## config.mk

```make
export PLATFORM = sky130hd
export DESIGN_NAME = regfile_sb
export DESIGN_NICKNAME = d
export VERILOG_FILES = /design/src/rtl/regfile_sb.sv
export SDC_FILE = /design/constraint.sdc
export NUM_CORES = 2
export LEC_CHECK = 0
export BUFFER_PORTS_ARGS = -buffer_cell sky130_fd_sc_hd__buf_4
export CAP_MARGIN = 20
export CORE_MARGIN = 3
export CORE_UTILIZATION = 35
export DETAILED_ROUTE_END_ITERATION = 12
export SYNTH_ARGS = -nofsm -noshare
export SYNTH_HDL_FRONTEND = slang
export SYNTH_SLANG_ARGS = --single-unit
```

## constraint.sdc

```tcl
create_clock -name i_clk -period 5.6 [get_ports i_clk]
set_input_delay 1.12 -clock i_clk [delete_from_list [all_inputs] [get_ports i_clk]]
set_output_delay 1.12 -clock i_clk [all_outputs]
set_load 0.05 [all_outputs]
```

## src/rtl/regfile_sb.sv

```systemverilog
// regfile_sb: parametrised multi-read-port integer register file with an
// integrated per-register scoreboard (pending-write busy bits).
//
// Decode issues destination registers, which sets their busy bits. Writeback
// retires them, which stores the data and clears the busy bit. A flush clears
// every busy bit. Register x0 always reads zero and is never busy.
//
// Optional feature macro: REGFILE_BYPASS_EN
//   defined   : a same-cycle writeback is forwarded to matching read ports.
//   undefined : reads return the stored value and busy bit; a written value
//               becomes visible on the following cycle.
//
// The read path is combinational, so read data follows the register contents
// with zero latency. o_busy_cnt is registered and lags the busy bits by one
// cycle.
module regfile_sb #(
  parameter int DATA_W = 32,
  parameter int ADDR_W = 5,
  parameter int NUM_RD = 2
) (
  input  logic                       i_clk,
  input  logic                       i_rst_n,
  input  logic [NUM_RD*ADDR_W-1:0]   i_rs_addr,
  output logic [NUM_RD*DATA_W-1:0]   o_rs_data,
  output logic [NUM_RD-1:0]          o_rs_busy,
  input  logic                       i_rd_wren,
  input  logic [ADDR_W-1:0]          i_rd_addr,
  input  logic [DATA_W-1:0]          i_rd_data,
  input  logic                       i_iss_valid,
  input  logic [ADDR_W-1:0]          i_iss_addr,
  input  logic                       i_flush,
  output logic [ADDR_W:0]            o_busy_cnt
);

  localparam int NUM_REGS = 2 ** ADDR_W;

  // One-hot decode of a register address into a busy-bit mask.
  function automatic logic [NUM_REGS-1:0] onehot(input logic [ADDR_W-1:0] idx);
    logic [NUM_REGS-1:0] v;
    v = {{(NUM_REGS-1){1'b0}}, 1'b1} << idx;
    return v;
  endfunction

  // Number of set bits in the busy vector.
  function automatic logic [ADDR_W:0] popcount(input logic [NUM_REGS-1:0] v);
    logic [ADDR_W:0] c;
    c = {(ADDR_W+1){1'b0}};
    for (int i = 0; i < NUM_REGS; i++) begin
      c = c + {{ADDR_W{1'b0}}, v[i]};
    end
    return c;
  endfunction

  logic [DATA_W-1:0]   regs_r [NUM_REGS];
  logic [NUM_REGS-1:0] busy_r;
  logic [NUM_REGS-1:0] busy_nxt_s;
  logic [NUM_REGS-1:0] clr_mask_s;
  logic [NUM_REGS-1:0] set_mask_s;
  logic [ADDR_W:0]     busy_cnt_r;
  logic                wr_en_s;
  logic                iss_en_s;

  // Writes and issues that target x0 are dropped here, so x0 never changes.
  assign wr_en_s  = i_rd_wren   && (i_rd_addr  != {ADDR_W{1'b0}});
  assign iss_en_s = i_iss_valid && (i_iss_addr != {ADDR_W{1'b0}});

  // Register storage: async clear, single writeback port (x0 is never written).
  always_ff @(posedge i_clk or negedge i_rst_n) begin
    if (!i_rst_n) begin
      for (int i = 0; i < NUM_REGS; i++) begin
        regs_r[i] <= {DATA_W{1'b0}};
      end
    end else if (wr_en_s) begin
      regs_r[i_rd_addr] <= i_rd_data;
    end
  end

  // Busy-bit next state: flush beats issue, and issue beats the retiring clear.
  always_comb begin
    clr_mask_s = wr_en_s  ? onehot(i_rd_addr)  : {NUM_REGS{1'b0}};
    set_mask_s = iss_en_s ? onehot(i_iss_addr) : {NUM_REGS{1'b0}};
    if (i_flush) begin
      busy_nxt_s = {NUM_REGS{1'b0}};
    end else begin
      busy_nxt_s = (busy_r & ~clr_mask_s) | set_mask_s;
    end
  end

  // Busy-bit register.
  always_ff @(posedge i_clk or negedge i_rst_n) begin
    if (!i_rst_n) begin
      busy_r <= {NUM_REGS{1'b0}};
    end else begin
      busy_r <= busy_nxt_s;
    end
  end

  // Busy counter: popcount of the current busy bits, one cycle behind them.
  always_ff @(posedge i_clk or negedge i_rst_n) begin
    if (!i_rst_n) begin
      busy_cnt_r <= {(ADDR_W+1){1'b0}};
    end else begin
      busy_cnt_r <= popcount(busy_r);
    end
  end

  assign o_busy_cnt = busy_cnt_r;

`ifdef REGFILE_BYPASS_EN
  logic byp_busy_s;
  // A forwarded register stays busy only if a new producer issues to it now.
  assign byp_busy_s = iss_en_s && !i_flush && (i_iss_addr == i_rd_addr);
`endif

  // Independent read ports.
  for (genvar k = 0; k < NUM_RD; k++) begin : g_rd
    logic [ADDR_W-1:0] addr_s;
    logic [DATA_W-1:0] data_s;
    logic              busy_s;

    assign addr_s = i_rs_addr[k*ADDR_W +: ADDR_W];

    // Read mux (with optional writeback forwarding).
    always_comb begin
      data_s = regs_r[addr_s];
      busy_s = busy_r[addr_s];
`ifdef REGFILE_BYPASS_EN
      if (wr_en_s && (i_rd_addr == addr_s)) begin
        data_s = i_rd_data;
        busy_s = byp_busy_s;
      end else begin
        data_s = regs_r[addr_s];
        busy_s = busy_r[addr_s];
      end
`endif
    end

    assign o_rs_data[k*DATA_W +: DATA_W] = data_s;
    assign o_rs_busy[k]                  = busy_s;
  end

endmodule

```

## After elaboration in Yosys (flattened, before gate mapping)

Cells that the tools add are included.
W data, S select, Z words.

- Bits in registers: 1062
- Bits in latches: 0
- Bits in writable memories: 0
- Bits in read-only memories: 0
- Input bits: 57
- Output and inout bits: 72
- Logic and storage cells: 100
- Memories kept: 0

- Add/sub/neg operators: 31
- $mul: 0
- Div/mod/pow operators: 0
- $lt $le $gt $ge: 6
- Eq/ne operators: 0
- Shifts and indexed selects: 2
- Mux-type cells: 16
- Bitwise gates (word level): 6
- Reductions and logical operators: 5

Operators with widths:

| kind | number |
|---|---|
| $bwmux W1024 | 1 |
| $bmux W32 S5 | 2 |
| $mux W32 | 8 |
| $demux W32 S5 | 1 |
| $add A6 B1 Y6 | 26 |
| $shl A1 B5 Y32 const A | 2 |
| $and A32 B32 Y32 | 1 |
| $not A32 Y32 | 1 |
| $or A32 B32 Y32 | 1 |
| $ge A6 B6 Y1 const B | 3 |
| $not A5 Y6 | 3 |
| $lt A5 B6 Y1 const B | 2 |
| $bmux W1 S5 | 2 |
| $reduce_bool A5 Y1 | 2 |
| $add A5 B1 Y6 | 1 |
| $lt A6 B1 Y1 const B | 1 |
| $add A4 B1 Y5 | 1 |
| $add A3 B1 Y4 | 1 |
| $add A2 B1 Y3 | 1 |
| $logic_and A1 B1 Y1 | 3 |
| $add A1 B1 Y2 | 1 |
| $mux W1 | 2 |

## Depth between registers and ports, before layout

- Word-level depth: 31
- Mapped depth: 15
- Gate-level depth less buffers: 15

## Worst setup path after synthesis

Ideal clock, no wire load.

- Path type: register -> register
- Start point: register busy_r[11]
- End point: register busy_cnt_r[4] (netlist: o_busy_cnt[4])
- Data arrival time: 4.495 ns
- Required time: 5.520 ns
- Slack: 1.025 ns
- Cell stages (with the launch flop): 16
- Cells stage by stage: dfrtp_1 inv_1 fa_1 inv_1 fa_1 fa_1 fa_1 fa_1 inv_1 fa_1 inv_1 ha_1 fa_1 a21o_1 a21oi_1 xnor2_1

- Cells in the longest elaborated chain, start to end: 21

Ends and longest elaborated chain:

| item | line | text |
|---|---|---|
| start: declaration | 55 | `logic [NUM_REGS-1:0] busy_r;` |
| start signal: assignment | 92 | `busy_r <= {NUM_REGS{1'b0}};` |
| start signal: assignment | 94 | `busy_r <= busy_nxt_s;` |
| $add A6 B1 Y6 (21 in a row) | 49 | `c = c + {{ADDR_W{1'b0}}, v[i]};` |
| end signal: assignment | 101 | `busy_cnt_r <= {(ADDR_W+1){1'b0}};` |
| end signal: assignment | 103 | `busy_cnt_r <= popcount(busy_r);` |
| end: declaration | 59 | `logic [ADDR_W:0] busy_cnt_r;` |

No other way between the ends.
A chain may end at the register's enable or synchronous reset.

## Final worst setup path

Ends and elaborated chain as after synthesis.

==> flow_summary.html <==
<table>
<tr><th>Metric</th><th>Value</th></tr>
<tr><th colspan="2">Setup path</th></tr>
<tr><td>Number of buffers and inverters on the critical path</td><td>4</td></tr>
<tr><td>Cell type of the slowest stage on the worst timing path</td><td>sky130_fd_sc_hd__fa_1</td></tr>
<tr><td>Cell chain of the critical path</td><td>inv_1 &gt; fa_1 &gt; inv_1 &gt; fa_1 &gt; fa_1 &gt; fa_1 &gt; fa_1 &gt; inv_1 &gt; fa_1 &gt; inv_1 &gt; ha_1 &gt; fa_1 &gt; a21o_1 &gt; a21oi_1 &gt; xnor2_1</td></tr>
<tr><td>Element type at the critical path start</td><td>flip-flop</td></tr>
<tr><td>Nature of the critical path endpoint</td><td>flip-flop</td></tr>
<tr><td>CP delay by family, top</td><td>adder cells</td></tr>
<tr><td>Signal arrival time at the worst endpoint</td><td>5.52 ns</td></tr>
<tr><td>Dominant cell type by count on the critical path</td><td>sky130_fd_sc_hd__fa_1</td></tr>
<tr><td>CP max stage delay</td><td>~0.55 ns</td></tr>
<tr><td>CP max FO</td><td>3</td></tr>
<tr><td>Critical Setup Path Class</td><td>reg2reg</td></tr>
<tr><td>Required time reported for the critical path endpoint</td><td>6.25 ns</td></tr>
<tr><th colspan="2">Clocking</th></tr>
<tr><td>Clock-pin transition on the worst setup and hold timing paths</td><td>0.06 ns</td></tr>
<tr><td>Number of resized instances in the post-cts repair step</td><td>0</td></tr>
<tr><td># Post-CTS Setup Buffers</td><td>0</td></tr>
<tr><td>Clock tree from TritonCTS</td><td>yes</td></tr>
<tr><td>H-Tree Depth</td><td>3</td></tr>
<tr><td>Number of hold buffers added after CTS</td><td>0</td></tr>
<tr><td>Source-to-sink clock delay at the later pin of the worst-skew pair</td><td>0.73 ns</td></tr>
<tr><td>Maximum number of buffers from clock root to sink</td><td>3</td></tr>
<tr><td>CTS buffer count</td><td>116</td></tr>
<tr><td>Count of clock tree sinks</td><td>1,062</td></tr>
<tr><td>Root Buffer</td><td>sky130_fd_sc_hd__clkbuf_16</td></tr>
<tr><th colspan="2">STA</th></tr>
<tr><td>Number of hold violations in the final report</td><td>0</td></tr>
<tr><td>Max-slew violations</td><td>0</td></tr>
<tr><td>Period utilization</td><td>86.8%</td></tr>
<tr><td>Maximum clock rate</td><td>0.206 GHz</td></tr>
<tr><td>Worst Tran Pin Value</td><td>1.14 ns</td></tr>
<tr><td>Min Tclk post-route</td><td>around 5 ns</td></tr>
<tr><td>Number of failing setup endpoints in the final timing report</td><td>0</td></tr>
<tr><td>Maximum clock skew at final layout</td><td>0.0122 ns</td></tr>
<tr><td>Final-layout setup total negative slack</td><td>0 ns</td></tr>
<tr><td>Worst relative slew slack</td><td>24.0%</td></tr>
<tr><td>Unrepaired setup endpoints after global routing</td><td>false</td></tr>
<tr><th colspan="2">Logic synthesis</th></tr>
<tr><td>Library cells used by synthesis</td><td>39</td></tr>
<tr><td>Multiplexer share of the synthesized area</td><td>between 30% and 40%</td></tr>
<tr><td>Largest family of logic cells by synthesized area</td><td>multiplexers</td></tr>
<tr><td>Count of mapped cells out of synthesis</td><td>4,893</td></tr>
<tr><td>Syn nets</td><td>4,981</td></tr>
<tr><td>Xor and xnor fraction of the mapped netlist area</td><td>0.0450%</td></tr>
<tr><td>Mean area per synthesized cell</td><td>11.9 um2</td></tr>
<tr><td>Cell Area, Synth</td><td>58,400 um2</td></tr>
<tr><td>Compound-Gate Fraction of Synth Area</td><td>under 10%</td></tr>
<tr><td>Syn. warnings</td><td>0</td></tr>
<tr><td>Post-synthesis share of cell area spent on and, or, nand and nor gates</td><td>4.53%</td></tr>
<tr><td>Area share of fa/ha/maj cells after synthesis</td><td>0.973%</td></tr>
<tr><td>Sequential-to-total area share from yosys stat</td><td>between 40 and 50%</td></tr>
<tr><td>Number of storage elements in the synthesis netlist</td><td>1,062</td></tr>
<tr><th colspan="2">Drt</th></tr>
<tr><td>Number of design rule violations left after detail routing</td><td>0</td></tr>
<tr><td>Routed wire length</td><td>189,000 um</td></tr>
<tr><td>Initial DRT Pass Iterations</td><td>6</td></tr>
<tr><td>Count of routing violations after the opening detailed-route iteration</td><td>~3,300</td></tr>
<tr><td>Routed wirelength normalized by instance count</td><td>26.7 um</td></tr>
<tr><td>Detail Route Antenna Nets</td><td>0</td></tr>
<tr><td>Vias after detailed routing</td><td>40,700</td></tr>
<tr><td>Detail-routed via count per cell</td><td>5.76</td></tr>
<tr><th colspan="2">GRT</th></tr>
<tr><td>Pin count of the biggest net entering global routing</td><td>125</td></tr>
<tr><td>Number of antenna violations at the first check in global routing</td><td>2</td></tr>
<tr><td>First-pass GRT wire length</td><td>280,000 um</td></tr>
<tr><td>Vias in the first global route</td><td>41,300</td></tr>
<tr><td>All-layer global routing usage</td><td>between 20% and 30%</td></tr>
<tr><td>Total gr overflow</td><td>0</td></tr>
<tr><th colspan="2">Cells and area</th></tr>
<tr><td>Synthesis-to-finish area growth</td><td>13.3%</td></tr>
<tr><td>Post-route cell area</td><td>roughly 66,000 um2</td></tr>
<tr><td>Filler cell count in the final layout</td><td>15,700</td></tr>
<tr><td>Fraction of layout instances using a drive strength above 1</td><td>about 31%</td></tr>
<tr><td>Layout net count</td><td>~4,900</td></tr>
<tr><th colspan="2">Placement</th></tr>
<tr><td># port buffers</td><td>128</td></tr>
<tr><td>Final weighted congestion of routability-driven global placement</td><td>~0.84</td></tr>
<tr><td>Post-detailed-placement cell area</td><td>61,900 um2</td></tr>
<tr><td>HPWL Detailed</td><td>between 100,000 and 150,000 um</td></tr>
<tr><th colspan="2">Floorplan</th></tr>
<tr><td>Effective utilization at floorplan</td><td>35.3%</td></tr>
<tr><td>Die height</td><td>between 400 and 500 um</td></tr>
<tr><td>Area of the placeable core</td><td>165,000 um2</td></tr>
<tr><td>Chip Width</td><td>414 um</td></tr>
<tr><td>Num ports</td><td>129</td></tr>
<tr><td>Std cell rows</td><td>149</td></tr>
<tr><td>Die ar.</td><td>172,000 um2</td></tr>
<tr><th colspan="2">Power</th></tr>
<tr><td>Maximum vdd drop</td><td>0.000248 V</td></tr>
<tr><td>Areal power density over the cells</td><td>350 nW/um2</td></tr>
<tr><td>Final Total Pwr</td><td>about 23 mW</td></tr>
<tr><td>Cell leakage power</td><td>31.1 nW</td></tr>
<tr><th colspan="2">Run status</th></tr>
<tr><td>Result of the run</td><td>complete, no violations</td></tr>
<tr><th colspan="2">Job</th></tr>
<tr><td>Total of max-cap violations</td><td>0</td></tr>
<tr><th colspan="2">Min path</th></tr>
<tr><td>Class of the most critical hold timing path</td><td>in2async</td></tr>
</table>
==> per-stage QoR <==
step	setup slack (ns)	instances	util [%]	hold slack (ns)
after global placement	0.744	6854	37.4	0.384
after detailed placement	0.812	6854	37.4	0.388
after global routing	0.635	7072	40.0	0.410
after CTS	0.766	7070	40.0	0.373
after floorplan	1.02	4893	-	0.449
final	0.737	7073	40.0	0.377
==> kinds of logic (layout without fill, tap and decap cells) <==
logic type / after synthesis / count (layout)
DFF: 1062 / 1062
xor gates and xnor gates: 3 / 3
adders and majority gates: 31 / 31
muxes: 2046 / 2046
and+or+nand+nor: 582 / 582
other: 0 / 3
buffers and inverters: 528 / 516
AOI/OAI and AO/OA: 641 / 641
==> sequential cells by signal, summed over array words and instances, names as in the netlist <==
register and flops:
o_busy_cnt 6, regs_r 1024, busy_r 32
==> final cells by class <==
type / count / area [um2] / share of cell area, %
clock buffer: 160 / 3390 / 5.13
clock inverter: 56 / 812 / 1.23
multi-input combinational: 3303 / 29700 / 45.0
tap: 2189 / 2740 / 4.14
timing repair buffer: 275 / 2750 / 4.16
sequential: 1062 / 26600 / 40.2
antenna: 3 / 7.51 / 0.0114
inverter: 25 / 93.8 / 0.142
==> Yosys cell counts, drive strengths merged <==
| master | n | area share [%] |
|---|---|---|
| a21o | 2 | 0.026 |
| a21oi | 214 | 1.8 |
| a22o | 128 | 1.9 |
| a22oi | 215 | 2.8 |
| a2bb2oi | 3 | 0.045 |
| a31oi | 66 | 0.71 |
| and2 | 2 | 0.021 |
| and3 | 4 | 0.043 |
| and3b | 2 | 0.030 |
| buf | 233 | 2.0 |
| clkbuf | 270 | 1.7 |
| dfrtp | 1062 | 46 |
| fa | 24 | 0.82 |
| ha | 7 | 0.15 |
| inv | 25 | 0.16 |
| mux2 | 992 | 20 |
| mux2i | 1054 | 18 |
| nand2 | 231 | 1.5 |
| nand2b | 12 | 0.13 |
| nand3 | 199 | 1.7 |
| nand4 | 1 | 0.011 |
| nand4b | 1 | 0.015 |
| nor2 | 39 | 0.25 |
| nor2b | 9 | 0.096 |
| nor3 | 70 | 0.60 |
| nor3b | 4 | 0.051 |
| nor4 | 1 | 0.011 |
| o211ai | 2 | 0.026 |
| o21a | 1 | 0.013 |
| o21ai | 10 | 0.086 |
| or2 | 4 | 0.043 |
| or3 | 3 | 0.032 |
| xnor2 | 2 | 0.030 |
| xor2 | 1 | 0.015 |
==> cells in the final DEF, fill, tap and decap left out, types with 3 or more instances in the layout <==
cell                        count
sky130_fd_sc_hd__mux2_2       934
sky130_fd_sc_hd__nand2_1      218
sky130_fd_sc_hd__nand3_1      198
sky130_fd_sc_hd__and3_1         4
sky130_fd_sc_hd__nor3b_1        4
sky130_fd_sc_hd__nor3_1        67
sky130_fd_sc_hd__buf_4        219
sky130_fd_sc_hd__buf_8          3
sky130_fd_sc_hd__mux2_4        58
sky130_fd_sc_hd__ha_1           7
sky130_fd_sc_hd__nor2b_4        4
sky130_fd_sc_hd__clkbuf_8      30
sky130_fd_sc_hd__nand2b_1       8
sky130_fd_sc_hd__bufinv_16     18
sky130_fd_sc_hd__clkbuf_16    117
sky130_fd_sc_hd__clkbuf_1      13
sky130_fd_sc_hd__a22o_1       128
sky130_fd_sc_hd__a22oi_1      215
sky130_fd_sc_hd__inv_1         25
sky130_fd_sc_hd__nor3_2         3
sky130_fd_sc_hd__nor2b_1        5
sky130_fd_sc_hd__nand2b_2       4
sky130_fd_sc_hd__dfrtp_1     1062
sky130_fd_sc_hd__clkinv_2      29
sky130_fd_sc_hd__a31oi_1       66
sky130_fd_sc_hd__buf_12        53
sky130_fd_sc_hd__diode_2        3
sky130_fd_sc_hd__nand2_2       13
sky130_fd_sc_hd__fa_1          24
sky130_fd_sc_hd__a21oi_1      214
sky130_fd_sc_hd__a2bb2oi_1      3
sky130_fd_sc_hd__o21ai_0       10
sky130_fd_sc_hd__nor2_1        25
sky130_fd_sc_hd__inv_6          4
sky130_fd_sc_hd__mux2i_1     1054
sky130_fd_sc_hd__nor2_4        14
==> worst paths after layout <==
path	start	endpoint	slack [ns]	cells past startpoint
min	i_rst_n	regs_r[72]	0.38	1
max reg2reg	busy_r[11]	o_busy_cnt[4]	0.74	15
min reg2reg	regs_r[1000]	regs_r[1000]	0.40	0
max in group asynchronous	i_rst_n	regs_r[80]	3.84	2
max	busy_r[11]	o_busy_cnt[4]	0.74	15
min in group i_clk	regs_r[1000]	regs_r[1000]	0.40	0
==> report_power, final <==
part	internal (mW)	switching, mW
combinational	2.31	2.27
clock	5.05	3.36
sequential	9.09	1.05
total	16.4	6.68
==> metal layers <==
metal  vias to the layer above  GRT usage, %  share of wire, %  wire length, um
met2                      1206          35.7                48            90900
met1                     21400          28.0                43            81300
met4                         0          8.56               3.9             7440
met3                       358          2.91               5.0             9500
met5                         -             0                 0                0
li1                      17700             -                 -                -
==> worst register-to-register path: stages (launching register included) <==
cell                      delay (ns)
sky130_fd_sc_hd__dfrtp_1        0.37
sky130_fd_sc_hd__inv_1          0.09
sky130_fd_sc_hd__fa_1           0.54
sky130_fd_sc_hd__inv_1          0.05
sky130_fd_sc_hd__fa_1           0.46
sky130_fd_sc_hd__fa_1           0.55
sky130_fd_sc_hd__fa_1           0.45
sky130_fd_sc_hd__fa_1           0.50
sky130_fd_sc_hd__inv_1          0.05
sky130_fd_sc_hd__fa_1           0.49
sky130_fd_sc_hd__inv_1          0.06
sky130_fd_sc_hd__ha_1           0.21
sky130_fd_sc_hd__fa_1           0.46
sky130_fd_sc_hd__a21o_1         0.20
sky130_fd_sc_hd__a21oi_1        0.17
sky130_fd_sc_hd__xnor2_1        0.13
No activity file was read; power rests on OpenSTA's default activity.
